File: src/rtl/conv_ctrl_pkg.sv
// conv_ctrl_pkg
//   Shared definitions for the single-PE convolution controller:
//   the sequencing FSM state encoding and the default MAC pipeline depth.
`timescale 1ns/1ps
package conv_ctrl_pkg;

  typedef enum logic [2:0] {
    IDLE  = 3'd0,
    CFG   = 3'd1,
    RUN   = 3'd2,
    STEP  = 3'd3,
    DRAIN = 3'd4,
    FIN   = 3'd5
  } state_t;

  // Cycles from the last put_data until the last psum reaches the sum buffer.
  localparam int PIPE_LATENCY_DEF = 3;

endpackage

File: src/rtl/drain_counter.sv
// drain_counter
//   Counts out the MAC pipeline drain. A load presets the count so that
//   exactly PIPE_LATENCY cycles elapse (including the one where zero is
//   reached) while dec is held high.
// Ports:
//   clk, rst  clock, asynchronous active-high reset
//   load      preset the count to PIPE_LATENCY-1
//   dec       decrement (ignored once the count is zero)
//   zero      count is zero: final drain cycle
`timescale 1ns/1ps
module drain_counter #(
  parameter int PIPE_LATENCY = 3
) (
  input  logic clk,
  input  logic rst,
  input  logic load,
  input  logic dec,
  output logic zero
);

  localparam int CW = $clog2(PIPE_LATENCY + 1);

  logic [CW-1:0] cnt;

  // NOTE: sequential state uses non-blocking assignments so every register
  // samples the pre-edge values, independent of process evaluation order.
  always_ff @(posedge clk or posedge rst) begin
    if (rst) begin
      cnt <= '0;
    end else if (load) begin
      cnt <= CW'(PIPE_LATENCY - 1);
    end else if (dec && (cnt != '0)) begin
      cnt <= cnt - 1'b1;
    end
  end

  assign zero = (cnt == '0);

endmodule

File: src/rtl/conv_pe_controller.sv
// conv_pe_controller
//   Sequencing FSM for the single-PE convolution datapath. Loads the
//   stride/filter-size config, clears partial sums, issues one MAC per cycle
//   while both operands are available and the sum buffer has room, steps
//   filters/rows at window boundaries, then drains the MAC pipeline before
//   committing the final psum and pulsing done.
// Ports:
//   clk, rst                    clock, asynchronous active-high reset
//   start, abort                command interface (abort has priority)
//   av_data, av_filter          operand availability from the scratch pads
//   co_filter, end_of_row,
//   end_of_filter               window/row/filter boundary flags (issue cycles only)
//   psum_full                   sum-buffer back-pressure
//   ld_stride, ld_filterSize,
//   clear_sum                   configuration pulses (CFG)
//   put_data, put_filter        MAC operand issue
//   next_filter, next_row       filter step pulses (STEP)
//   store_buffer                final psum commit (last DRAIN cycle)
//   busy, done                  job status
//   windows_done                windows completed in the current job
`timescale 1ns/1ps
module conv_pe_controller
  import conv_ctrl_pkg::*;
#(
  parameter int PIPE_LATENCY = PIPE_LATENCY_DEF,
  parameter int WCNT_WIDTH   = 8
) (
  input  logic                  clk,
  input  logic                  rst,
  input  logic                  start,
  input  logic                  abort,
  input  logic                  av_data,
  input  logic                  av_filter,
  input  logic                  co_filter,
  input  logic                  end_of_row,
  input  logic                  end_of_filter,
  input  logic                  psum_full,
  output logic                  ld_stride,
  output logic                  ld_filterSize,
  output logic                  clear_sum,
  output logic                  put_data,
  output logic                  put_filter,
  output logic                  next_filter,
  output logic                  next_row,
  output logic                  store_buffer,
  output logic                  busy,
  output logic                  done,
  output logic [WCNT_WIDTH-1:0] windows_done
);

  state_t state, state_nx;
  logic   issue;
  logic   win_clr, win_inc;
  logic   drain_load, drain_dec, drain_zero;

  always_ff @(posedge clk or posedge rst) begin
    if (rst) state <= IDLE;
    else     state <= state_nx;
  end

  always_ff @(posedge clk or posedge rst) begin
    if (rst)          windows_done <= '0;
    else if (win_clr) windows_done <= '0;
    else if (win_inc) windows_done <= windows_done + 1'b1;
  end

  drain_counter #(.PIPE_LATENCY(PIPE_LATENCY)) u_drain (
    .clk  (clk),
    .rst  (rst),
    .load (drain_load),
    .dec  (drain_dec),
    .zero (drain_zero)
  );

  assign busy = (state != IDLE);

  always_comb begin
    // NOTE: every signal gets a default before the case so no path leaves
    // one unassigned, which would otherwise infer a latch.
    state_nx      = state;
    ld_stride     = 1'b0;
    ld_filterSize = 1'b0;
    clear_sum     = 1'b0;
    put_data      = 1'b0;
    put_filter    = 1'b0;
    next_filter   = 1'b0;
    next_row      = 1'b0;
    store_buffer  = 1'b0;
    done          = 1'b0;
    win_clr       = 1'b0;
    win_inc       = 1'b0;
    drain_load    = 1'b0;
    drain_dec     = 1'b0;
    issue         = av_data & av_filter & ~psum_full;

    unique case (state)
      IDLE: if (start) state_nx = CFG;
      CFG: begin
        ld_stride     = 1'b1;
        ld_filterSize = 1'b1;
        clear_sum     = 1'b1;
        win_clr       = 1'b1;
        state_nx      = RUN;
      end
      RUN: begin
        put_data   = issue;
        put_filter = issue;
        // Boundary flags describe the operand being issued, so they only
        // mean something in an issue cycle.
        if (issue && co_filter) begin
          win_inc = 1'b1;
          if (end_of_row) begin
            if (end_of_filter) begin
              drain_load = 1'b1;
              state_nx   = DRAIN;
            end else begin
              state_nx = STEP;
            end
          end
        end
      end
      STEP: begin
        next_filter = 1'b1;
        next_row    = 1'b1;
        state_nx    = RUN;
      end
      DRAIN: begin
        drain_dec = 1'b1;
        if (drain_zero) begin
          store_buffer = 1'b1;
          state_nx     = FIN;
        end
      end
      FIN: begin
        done     = 1'b1;
        state_nx = IDLE;
      end
      default: state_nx = IDLE;
    endcase

    // Abort wins over everything: no pulse escapes and the window count holds.
    if (abort) begin
      state_nx      = IDLE;
      ld_stride     = 1'b0;
      ld_filterSize = 1'b0;
      clear_sum     = 1'b0;
      put_data      = 1'b0;
      put_filter    = 1'b0;
      next_filter   = 1'b0;
      next_row      = 1'b0;
      store_buffer  = 1'b0;
      done          = 1'b0;
      win_clr       = 1'b0;
      win_inc       = 1'b0;
      drain_load    = 1'b0;
      drain_dec     = 1'b0;
    end
  end

endmodule
File: config.mk
export PLATFORM = sky130hd
export DESIGN_NAME = conv_pe_controller
export DESIGN_NICKNAME = d
export VERILOG_FILES = /design/src/rtl/conv_ctrl_pkg.sv /design/src/rtl/drain_counter.sv /design/src/rtl/conv_pe_controller.sv
export SDC_FILE = /design/constraint.sdc
export NUM_CORES = 1
export LEC_CHECK = 0
export CAP_MARGIN = 5
export CORE_UTILIZATION = 35
export CTS_CLUSTER_SIZE = 12
export DETAILED_ROUTE_END_ITERATION = 12
export PLACE_DENSITY_LB_ADDON = 0.25
export SETUP_SLACK_MARGIN = 0.4
export SYNTH_ARGS = -nofsm -noshare
export SYNTH_HDL_FRONTEND = slang
export SYNTH_SLANG_ARGS = --single-unit
File: constraint.sdc
create_clock -name clk -period 2.15 [get_ports clk]
set_input_delay 0.215 -clock clk [delete_from_list [all_inputs] [get_ports clk]]
set_output_delay 0.215 -clock clk [all_outputs]
set_load 0.005 [all_outputs]
After elaboration in Yosys (flattened, before gate mapping):

Index checks and enable logic that the tools add are counted.

* $add $sub $neg: 2
* equality and inequality tests: 9
* multiplexer cells: 32
* bitwise operators: 3
* reduce and logical (&&, ||, !) cells: 10

Operator list (number)
* 2-to-1 mux 1 bit: 21
* 2-to-1 mux 3 bit: 6
* 2-to-1 mux 8 bit: 2
* != test 3 bit (second input constant): 4
* case mux 3 bit (4 select lines): 1
* adder 8 x 1 -> 8 bit (second input constant): 1
* equality test 3 x 2 -> 1 bit (second input constant): 2
* equality test 3 bit (second input constant): 2
* nonzero test 2 bit: 3
* 2-to-1 mux 2 bit: 2
* AND reduction 4 bit: 1
* equality test 3 x 1 -> 1 bit (second input constant): 1
* logical NOT 3 bit: 1
* nonzero test 3 bit: 1
* bitwise AND 1 bit: 2
* logical AND 1 bit: 2
* logical NOT 2 bit: 1
* OR reduction 2 bit: 1
* subtractor 2 x 1 -> 2 bit (second input constant): 1
* inverter 1 bit: 1

* register bits after elaboration: 13
* input port bits: 10
* output and inout port bits: 18
* logic and storage cells: 59

Longest topological paths before layout:

Gate-level depths: netlist of run 1.

* depth in word-level cells: 8
* depth in mapped cells: 6
* gate-level depth less buffers: 5

Cells and area by module:

A second synthesis of run 1 with hierarchy kept.

* cells, all modules: 93
* area total of the unflattened synthesis: 865.8 µm²

Modules (own cells, without submodules)
* conv_pe_controller: times used 1, cells an instance 80, area each 738.2 µm²
* drain_counter: times used 1, cells an instance 13, area each 127.6 µm²

Worst setup path after synthesis of run 1:

No wires, ideal clock.

* path type: reg2reg
* from: reg state[2]
* to: reg u_drain.cnt[0]
* arrival time: 1546 ps
* required time: 2020 ps
* setup slack: 474 ps
* cell stages (with the launch flop): 6
* buffers on the path: 2
* period minus slack after synthesis: 1676 ps
* path through: dfrtp_1 > buf_2 > or4b_1 > buf_2 > or3_1 > a21boi_0

* word-level cells in the longest chain between the ends: 5
* elaborated cells between the ends (all ways): 9
* classes of those cells: eq/ne: 2; mux: 5; reduce/logical: 2

Ends and longest elaborated chain
* from (decl): line conv_pe_controller.sv:51 `state_t state, state_nx;`
* from (signal assigned): line conv_pe_controller.sv:58 `else state <= state_nx;`
* equality test 3 bit: line conv_pe_controller.sv:96 `unique case (state)`
* 2-to-1 mux 1 bit: line conv_pe_controller.sv:96
* 2-to-1 mux 1 bit: line conv_pe_controller.sv:142 `if (abort) begin`
* logical AND 1 bit: line drain_counter.sv:32 `end else if (dec && (cnt != '0)) begin`
* nonzero test 2 bit (no line)
* to (signal assigned): line drain_counter.sv:31 `cnt <= CW'(PIPE_LATENCY - 1);`
* to (signal assigned): line drain_counter.sv:33 `cnt <= cnt - 1'b1;`
* to (decl): line drain_counter.sv:23 `logic [CW-1:0] cnt;`

Several ways; a longest one is shown, not always the timed one.
A chain may end at the register's enable or synchronous reset.

Worst setup path in the final report of run 1:

* from: reg state[0]
* to: reg u_drain.cnt[0]

The elaborated chain is that of the path after synthesis.

==> results by group, run 1 <==
Run status
  – Status: finished clean

STA
  – Setup WS post-layout: 326 ps
  – Final min period: 1820 ps
  – RSZ-0062 raised after global routing: true
  – Final setup viols: 0
  – Crit share post-route: 0.849
  – Max frequency: 548 MHz
  – Max-slew violations: 0
  – TNS Setup: 0 ps
  – Setup Skew: 6.17 ps
  – Worst-Margin Slew: 528 ps
  – Slew HR: 0.648
  – Final hold violation count: 0

Critical path
  – CP Max Fanout: 5
  – Worst path arrival time: 1990 ps
  – Worst Path Required: 2310 ps
  – CP Class: reg -> reg
  – Crit. End Element: register
  – Critical path startpoint category: register

Synthesis
  – Cell count after synthesis: 89
  – Syn Area/Cell: 9.33 µm²
  – Warnings from Yosys: 0
  – Async set or reset register ratio after synthesis: 1.00
  – Register area share after synthesis: 0.392
  – Post-synth EDFFs: 0
  – Synth Register Bits: 13
  – Cell Area, Synth: 831 µm²
  – Predominant post-synthesis flop cell: dfrtp_1
  – Synthesized Nets: 101
  – Synth cell types: 32

Final layout
  – Layout cells sized above 1: 0.354
  – ANT cells: 0
  – Area delta synth->final: 57.8%
  – Utilization after layout: 0.587
  – Nets@finish: 143
  – Fill cell count: 206

Place
  – GP Congestion: 0.772
  – IO buf count: 27
  – Dpl ws: -30.6 ps
  – HPWL Detailed: 1440 µm

Clocking
  – CTS root buf: clkbuf_4
  – H-tree lvl count: 1
  – CTS Buf Count: 3
  – Clock buffer depth: 2
  – Clk pin slew, worst setup/hold paths: 80 ps
  – CTS Hold Buffers Added: 0
  – Clock Sink Count: 13
  – CTS tree: built
  – Skew-Pair Late Insertion Delay: 270 ps

Die
  – Row cnt: 17
  – Die H: 50.7 µm
  – Initial Utilization: 0.372
  – Core Footprint: 0.00223 mm²
  – Die area: 0.00257 mm²
  – Die width: 50.7 µm
  – Io pins: 28

Global routing
  – M3 GR Usage: 0.0333
  – Met2 Resource Use GR: 0.362
  – Vias in the first global route: 844
  – First-pass GRT wire length: 3720 µm
  – Layer with the highest usage: met2
  – GRT overflow: 0
  – All-Layer GR Usage: 0.199
  – Met1 usage in global routing: 0.223
  – Pin count of the biggest net entering global routing: 14
  – Initial antenna violation count: 0

Route
  – DRT iter0 DRCs: 16
  – Post-DRT Antenna Nets: 0
  – DRC viols: 0
  – Via count: 829
  – Routed WL: 2330 µm
  – Via density: 5.25
  – Router iterations before antenna repair: 4
  – Drt wl/cell: 14.8 µm

Job
  – Total of max-cap violations: 0

Pwr
  – Overall power: 0.591 mW
  – Lkg Pwr: 0.626 nW
  – VDD IR-drop max: 0.260 mV
  – Pwr dens: 451 mW/mm²

Worst hold path
  – HP Class: in -> async
[layer usage]
layer,wire [µm],share of wire
met1,996,0.43
met5,0,0
met2,1220,0.52
met3,82,0.035
met4,32,0.014
[cells by family after synthesis]
group | share of synthesized area
buf+inv | 0.0919
fa+ha+maj | 0.0301
mux | 0.0979
compound gates | 0.0858
simple gates | 0.303
flops | 0.392
[where the power goes]
group          switching, mW  internal (mW)
clock network         0.0772         0.0718
logic                 0.0784         0.0964
registers             0.0103          0.257
total                  0.166          0.425
[what timing repair did]
action	CTS	global route
resized for setup	46	11
setup endpoints to repair	12	11
pin swaps	5	5
buffers inserted	12	2
[critical path, stage by stage, from the launching register on]
cell and delay (ps):
dfrtp_2 410, buf_6 120, or4b_4 540, buf_6 150, or3_4 330, a21boi_2 160
[path summary, 6_finish.rpt]
path                                    to  cells past startpoint  slack [ps]       startpoint
setup / recovery            u_drain.cnt[0]                      5         330         state[0]
hold / removal             windows_done[4]                      2         280              rst
setup reg to reg            u_drain.cnt[0]                      5         330         state[0]
hold reg to reg            windows_done[6]                      1         510  windows_done[6]
max in group asynchronous         state[1]                      2        1490              rst
min in group clk                  state[0]                      2         430            abort
[cell usage after synthesis (all sizes together) (2+ instances only)]
cell type,number,area share
or4b,3,0.041
and4,2,0.021
nand2,8,0.036
nand4,3,0.023
ha,2,0.030
or3,3,0.023
buf,8,0.060
inv,6,0.027
a21oi,3,0.018
nand2b,3,0.023
nor3,4,0.024
nand3,4,0.024
nor2,3,0.014
o21ai,3,0.018
nor4b,2,0.029
dfrtp,13,0.39
mux2i,7,0.084
[registers in the layout (all words and copies together), names as in the netlist]
register and flops:
state 3, u_drain.cnt 2, windows_done 8
[area by class of cell]
cell class | count | area (µm²) | share of cell area
timing repair buffer | 46 | 414 | 0.316
sequential | 13 | 329 | 0.251
tap | 28 | 35.0 | 0.0267
clock buffer | 4 | 26.3 | 0.0200
multi-input combinational | 61 | 482 | 0.367
inverter | 6 | 25.0 | 0.0191
[layout by cell type (no fill, tap or decap), drive strengths merged, types with 3 or more instances in the layout]
master	n
nand2	8
o21ai	3
clkdlybuf4s50	16
nand3	4
clkbuf	6
mux2i	7
nor2	3
buf	24
nor3	4
a21oi	3
nand2b	3
dfrtp	13
or4b	3
or3	3
dlygate4sd2	4
nand4	3
inv	6
[through the flow]
step / cells / area [µm²] / hold WS [ps]
6_report: 158 / 1310 / 280
2_1_floorplan: 89 / 831 / 92.0
4_1_cts: 156 / 1270 / 282
5_1_grt: 158 / 1310 / 326
3_5_place_dp: 140 / 1120 / 497
3_3_place_gp: 140 / 1120 / 491
No activity file was read; power rests on OpenSTA's default activity.
==> inputs of run 2 (changes only) <==
Clock period 2.15 ns to 1.6 ns, I/O delays scaled along.
==> results by group, run 2 (synthesis gave the netlist of run 1 again) <==
Final layout
  – Most frequent cells in the layout: buf_6 (16), buf_4 (15), dfrtp_1 (13), dlygate4sd2_1 (9), clkdlybuf4s50_1 (9) (was clkdlybuf4s50_1 (16), buf_4 (13), dfrtp_1 (10), buf_6 (9), nand2_1 (8))
  – Register area: 325 µm² (was 329 µm²)
  – Most common cell after layout, fill and taps aside: buf_6 (was clkdlybuf4s50_1)
  – Layout cells sized above 1: 0.410 (was 0.354)
  – Post-route insts no fill: 167 (was 158)
  – Area delta synth->final: 72.6% (was 57.8%)
  – Fill cell count: 190 (was 206)
  – Largest reg by FF count: windows_done (unchanged)
  – ANT cells: 0 (unchanged)
  – Multi-input gate area: 531 µm² (was 482 µm²)
  – Largest regs: windows_done x8, state x3, u_drain.cnt x2 (unchanged)
  – Nets@finish: 152 (was 143)
  – Max reg flops: 8 (unchanged)
  – Utilization after layout: 0.642 (was 0.587)

Die
  – Initial Utilization: 0.372 (unchanged)
  – Die area: 0.00257 mm² (unchanged)
  – Io pins: 28 (unchanged)
  – Die H: 50.7 µm (unchanged)
  – Core Footprint: 0.00223 mm² (unchanged)
  – Row cnt: 17 (unchanged)
  – Die width: 50.7 µm (unchanged)

Place
  – IO buf count: 27 (unchanged)
  – HPWL Detailed: 1430 µm (was 1440 µm)
  – GP Congestion: 0.793 (was 0.772)
  – Dpl cells: 145 (was 140)

Pwr
  – VDD IR-drop max: 0.423 mV (was 0.260 mV)
  – Psw: 0.249 mW (was 0.166 mW)
  – Internal power: 0.587 mW (was 0.425 mW)
  – Seq pwr share: 0.431 (was 0.452)
  – Comb pwr share: 0.316 (was 0.296)
  – Clock power share: 0.253 (was 0.252)
  – Sw Ratio: 0.298 (was 0.281)
  – Lkg Pwr: 0.744 nW (was 0.626 nW)
  – Pwr dens: 583 mW/mm² (was 451 mW/mm²)

Critical path
  – CP Max Fanout: 3 (was 5)
  – Worst Path Required: 1770 ps (was 2310 ps)
  – Crit. End Element: register (unchanged)
  – CP Class: reg -> reg (unchanged)
  – Worst path arrival time: 1930 ps (was 1990 ps)
  – Crit. Startpoint: state[2] (was state[0])
  – FF-to-FF Start: state[2] (was state[0])
  – Critical path startpoint category: register (unchanged)

Global routing
  – Pin count of the biggest net entering global routing: 14 (unchanged)
  – First-pass GRT wire length: 4190 µm (was 3720 µm)
  – Initial antenna violation count: 0 (unchanged)
  – GRT overflow: 0 (unchanged)
  – Vias in the first global route: 936 (was 844)
  – All-Layer GR Usage: 0.223 (was 0.199)

Route
  – Via count: 887 (was 829)
  – Post-DRT Antenna Nets: 0 (unchanged)
  – Drt wl/cell: 15.5 µm (was 14.8 µm)
  – Router iterations before antenna repair: 4 (unchanged)
  – Routed WL: 2590 µm (was 2330 µm)
  – DRC viols: 0 (unchanged)
  – DRT iter0 DRCs: 14 (was 16)
  – Via density: 5.31 (was 5.25)

STA
  – Worst-Margin Slew: 518 ps (was 528 ps)
  – Max frequency: 570 MHz (was 548 MHz)
  – Setup WS post-layout: -156 ps (was 326 ps)
  – Max-slew violations: 0 (unchanged)
  – TNS Setup: -1420 ps (was 0 ps)
  – Crit share post-route: 1.10 (was 0.849)
  – RSZ-0062 raised after global routing: true (unchanged)
  – Slew HR: 0.654 (was 0.648)
  – Setup Skew: 12.2 ps (was 6.17 ps)
  – Final setup viols: 16 (was 0)
  – Final min period: 1760 ps (was 1820 ps)
  – Final hold violation count: 0 (unchanged)

Clocking
  – H-tree lvl count: 1 (unchanged)
  – Clk pin slew, worst setup/hold paths: 90 ps (was 80 ps)
  – CTS Hold Buffers Added: 0 (unchanged)
  – CTS root buf: clkbuf_4 (unchanged)
  – CTS Buf Count: 3 (unchanged)
  – Clock buffer depth: 2 (unchanged)
  – CTS tree: built (unchanged)
  – Skew-Pair Late Insertion Delay: 280 ps (was 270 ps)
  – Clock Sink Count: 13 (unchanged)

Job
  – Total of max-cap violations: 0 (unchanged)

Run status
  – Violated checks: setup timing
  – Status: complete, but fails checks (was finished clean)

Worst hold path
  – HP Class: in -> async (unchanged)
[run 2: final cells by class]
class                      instances  area share
inverter                           6      0.0175
tap                               28      0.0244
timing repair buffer              55       0.343
clock buffer                       4      0.0183
multi-input combinational         61       0.370
sequential                        13       0.227
[run 2: through the flow]
step	setup WS, ps	hold slack [ps]	instance area [µm²]	power (mW)
2_1_floorplan	-27.7	37.0	843	0.455
3_3_place_gp	-460	478	1160	0.534
3_5_place_dp	-478	492	1160	0.541
4_1_cts	-154	226	1390	0.811
5_1_grt	-211	280	1430	0.888
6_report	-156	209	1430	0.836
[run 2: path summary, 6_finish.rpt]
| path | endpoint | slack (ps) | cells past startpoint |
|---|---|---|---|
| hold / removal | u_drain.cnt[0] | 210 | 2 |
| setup reg to reg | u_drain.cnt[0] | -160 | 5 |
| min in group clk | state[0] | 420 | 2 |
| max in group asynchronous | state[1] | 1030 | 2 |
| setup / recovery | u_drain.cnt[0] | -160 | 5 |
| hold reg to reg | windows_done[6] | 500 | 1 |
[run 2: timing repair]
action,in CTS,in global routing
pin swaps,10,9
gates cloned,0,0
resized for setup,75,9
setup endpoints to repair,30,23
buffers inserted,18,0
[run 2: metal layers]
layer  GRT usage  share of wire  vias to the layer above
li1            -              -                      423
met5           0              0                        -
met1       0.253           0.41                      425
met4       0.125          0.029                        0
met3      0.0394          0.045                        8
met2       0.389           0.52                       31
[run 2: worst max-delay path, stage by stage, from the launching register on]
cell and delay [ps]:
dfrtp_1 410, buf_6 130, or4b_4 520, buf_6 150, or3_1 320, a21boi_1 140
[run 2: power groups by stage]
stage,registers (mW),clock network [mW],logic [mW]
detailed placement,0.366,0,0.175
global placement,0.365,0,0.169
floorplan,0.361,0,0.0940
CTS,0.358,0.213,0.240
global route,0.363,0.241,0.285
finish,0.360,0.211,0.265
==> inputs of run 3 (changes only) <==
Settings changed: DONT_BUFFER_PORTS set to 1.
==> results by group, run 3 (synthesis gave the netlist of run 1 again) <==
Pwr
  – Lkg Pwr: 0.566 nW (was 0.744 nW)
  – VDD IR-drop max: 0.429 mV (was 0.423 mV)
  – Overall power: 0.779 mW (was 0.836 mW)
  – Pwr dens: 658 mW/mm² (was 583 mW/mm²)

Place
  – Dpl ws: -21.0 ps (was -478 ps)
  – GP Congestion: 0.772 (was 0.793)
  – IO buf count: 0 (was 27)
  – HPWL Detailed: 1320 µm (was 1430 µm)
  – Placed instance area: 872 µm² (was 0.00116 mm²)

Critical path
  – Crit-path leading delay family: simple AND/OR/NAND/NOR gates (unchanged)
  – Register-to-Register Path Depth: 4 (was 5)
  – Worst path arrival time: 1870 ps (was 1930 ps)
  – CP Max Fanout: 5 (was 3)
  – Crit-path cells: buf_4, or4b_4, or3_1, a21boi_1 (was buf_6, or4b_4, buf_6, or3_1, a21boi_1)
  – Worst Path Required: 1780 ps (was 1770 ps)
  – CP peak stage delay: 570 ps (was 520 ps)
  – CP max-delay cell: or4b_4 (unchanged)
  – CP Class: reg -> reg (unchanged)
  – Critical path startpoint category: register (unchanged)
  – Crit path buffers/inverters: 1 (was 2)
  – Flop2flop setup slack: -90 ps (was -160 ps)
  – Critical path depth: 4 (was 5)
  – Crit. End Element: register (unchanged)

Final layout
  – ANT cells: 0 (unchanged)
  – Final instance area: 0.00118 mm² (was 0.00143 mm²)
  – Nets@finish: 122 (was 152)
  – Register area: 327 µm² (was 325 µm²)
  – Largest reg by FF count: windows_done (unchanged)
  – Area delta synth->final: 42.6% (was 72.6%)
  – Fill cell count: 205 (was 190)
  – Largest regs: windows_done x8, state x3, u_drain.cnt x2 (unchanged)
  – Multi-input gate area: 537 µm² (was 531 µm²)
  – Utilization after layout: 0.531 (was 0.642)
  – Layout cells sized above 1: 0.413 (was 0.410)
  – Max reg flops: 8 (unchanged)
  – Most frequent cells in the layout: buf_4 (12), dfrtp_1 (12), buf_6 (9), nand2_1 (7), mux2i_1 (7) (was buf_6 (16), buf_4 (15), dfrtp_1 (13), dlygate4sd2_1 (9), clkdlybuf4s50_1 (9))

STA
  – Setup WS post-layout: -92.4 ps (was -156 ps)
  – Final min period: 1690 ps (was 1760 ps)
  – Setup Skew: 8.96 ps (was 12.2 ps)
  – Crit share post-route: 1.06 (was 1.10)
  – Max-slew violations: 0 (unchanged)
  – Final setup viols: 15 (was 16)
  – Worst-Margin Slew: 505 ps (was 518 ps)
  – Slew HR: 0.663 (was 0.654)
  – RSZ-0062 raised after global routing: true (unchanged)
  – TNS Setup: -645 ps (was -1420 ps)
  – Max frequency: 591 MHz (was 570 MHz)
  – Final hold violation count: 0 (unchanged)

Route
  – Post-DRT Antenna Nets: 0 (unchanged)
  – Via count: 734 (was 887)
  – DRC viols: 0 (unchanged)
  – Via density: 5.36 (was 5.31)
  – DRT iter0 DRCs: 4 (was 14)
  – Drt wl/cell: 14.8 µm (was 15.5 µm)
  – Router iterations before antenna repair: 4 (unchanged)
  – Routed WL: 2030 µm (was 2590 µm)

Global routing
  – Vias in the first global route: 683 (was 936)
  – Initial antenna violation count: 0 (unchanged)
  – Pin count of the biggest net entering global routing: 14 (unchanged)
  – First-pass GRT wire length: 3180 µm (was 4190 µm)
  – All-Layer GR Usage: 0.175 (was 0.223)
  – GRT overflow: 0 (unchanged)

Die
  – Die width: 50.7 µm (unchanged)
  – Die area: 0.00257 mm² (unchanged)
  – Io pins: 28 (unchanged)
  – Row cnt: 17 (unchanged)
  – Initial Utilization: 0.372 (unchanged)
  – Core Footprint: 0.00223 mm² (unchanged)
  – Die H: 50.7 µm (unchanged)

Worst hold path
  – HP Class: in -> reg (was in -> async)
  – Hold path depth: 2

Run status
  – Status: complete, but fails checks (unchanged)
  – Violated checks: setup timing (unchanged)

Clocking
  – Clock Sink Count: 13 (unchanged)
  – Clock buffer depth: 2 (unchanged)
  – CTS Buf Count: 3 (unchanged)
  – CTS tree: built (unchanged)
  – Clk pin slew, worst setup/hold paths: 90 ps (about the same)
  – Skew-Pair Late Insertion Delay: 290 ps (was 280 ps)
  – H-tree lvl count: 1 (unchanged)
  – CTS root buf: clkbuf_4 (unchanged)

Job
  – Total of max-cap violations: 0 (unchanged)
-- run 3: where the power goes --
| group | internal [mW] | leakage [nW] | switching, mW |
|---|---|---|---|
| combinational | 0.112 | 0.371 | 0.0979 |
| clock | 0.0929 | 0.0177 | 0.118 |
| sequential | 0.344 | 0.178 | 0.0135 |
-- run 3: final cells by class --
class | count | share of cell area
inverter | 6 | 0.0190
multi-input combinational | 61 | 0.453
clock buffer | 3 | 0.0190
tap | 28 | 0.0296
timing repair buffer | 25 | 0.200
clock inverter | 1 | 0.00422
sequential | 13 | 0.276
-- run 3: layer usage --
metal / track usage / wire length, µm / vias up
met5: 0 / 0 / -
met4: 0.111 / 45 / 0
met3: 0.0545 / 82 / 4
met2: 0.269 / 1030 / 20
met1: 0.210 / 872 / 351
li1: - / - / 359
-- run 3: stage by stage --
stage | instances | hold WS [ps]
finish | 137 | 47.1
global route | 137 | 27.9
CTS | 132 | 44.9
detailed placement | 116 | 105
global placement | 116 | 111
floorplan | 89 | 37.0
-- run 3: path summary, 6_finish.rpt --
path / start / to
worst max-delay path: state[0] / u_drain.cnt[0]
worst min-delay path: end_of_row / state[2]
worst max register to register: state[0] / u_drain.cnt[0]
worst min register to register: windows_done[6] / windows_done[6]
max in group asynchronous: rst / state[1]
min in group asynchronous: rst / u_drain.cnt[0]
-- run 3: repair_timing --
action | 4_1_cts | 5_1_grt
hold buffers | 3 | 0
setup buffers | 9 | 5
gates resized for setup | 27 | 10
endpoints found under the hold margin | 16 | 0
pin swaps | 6 | 6
setup endpoints to repair | 22 | 22
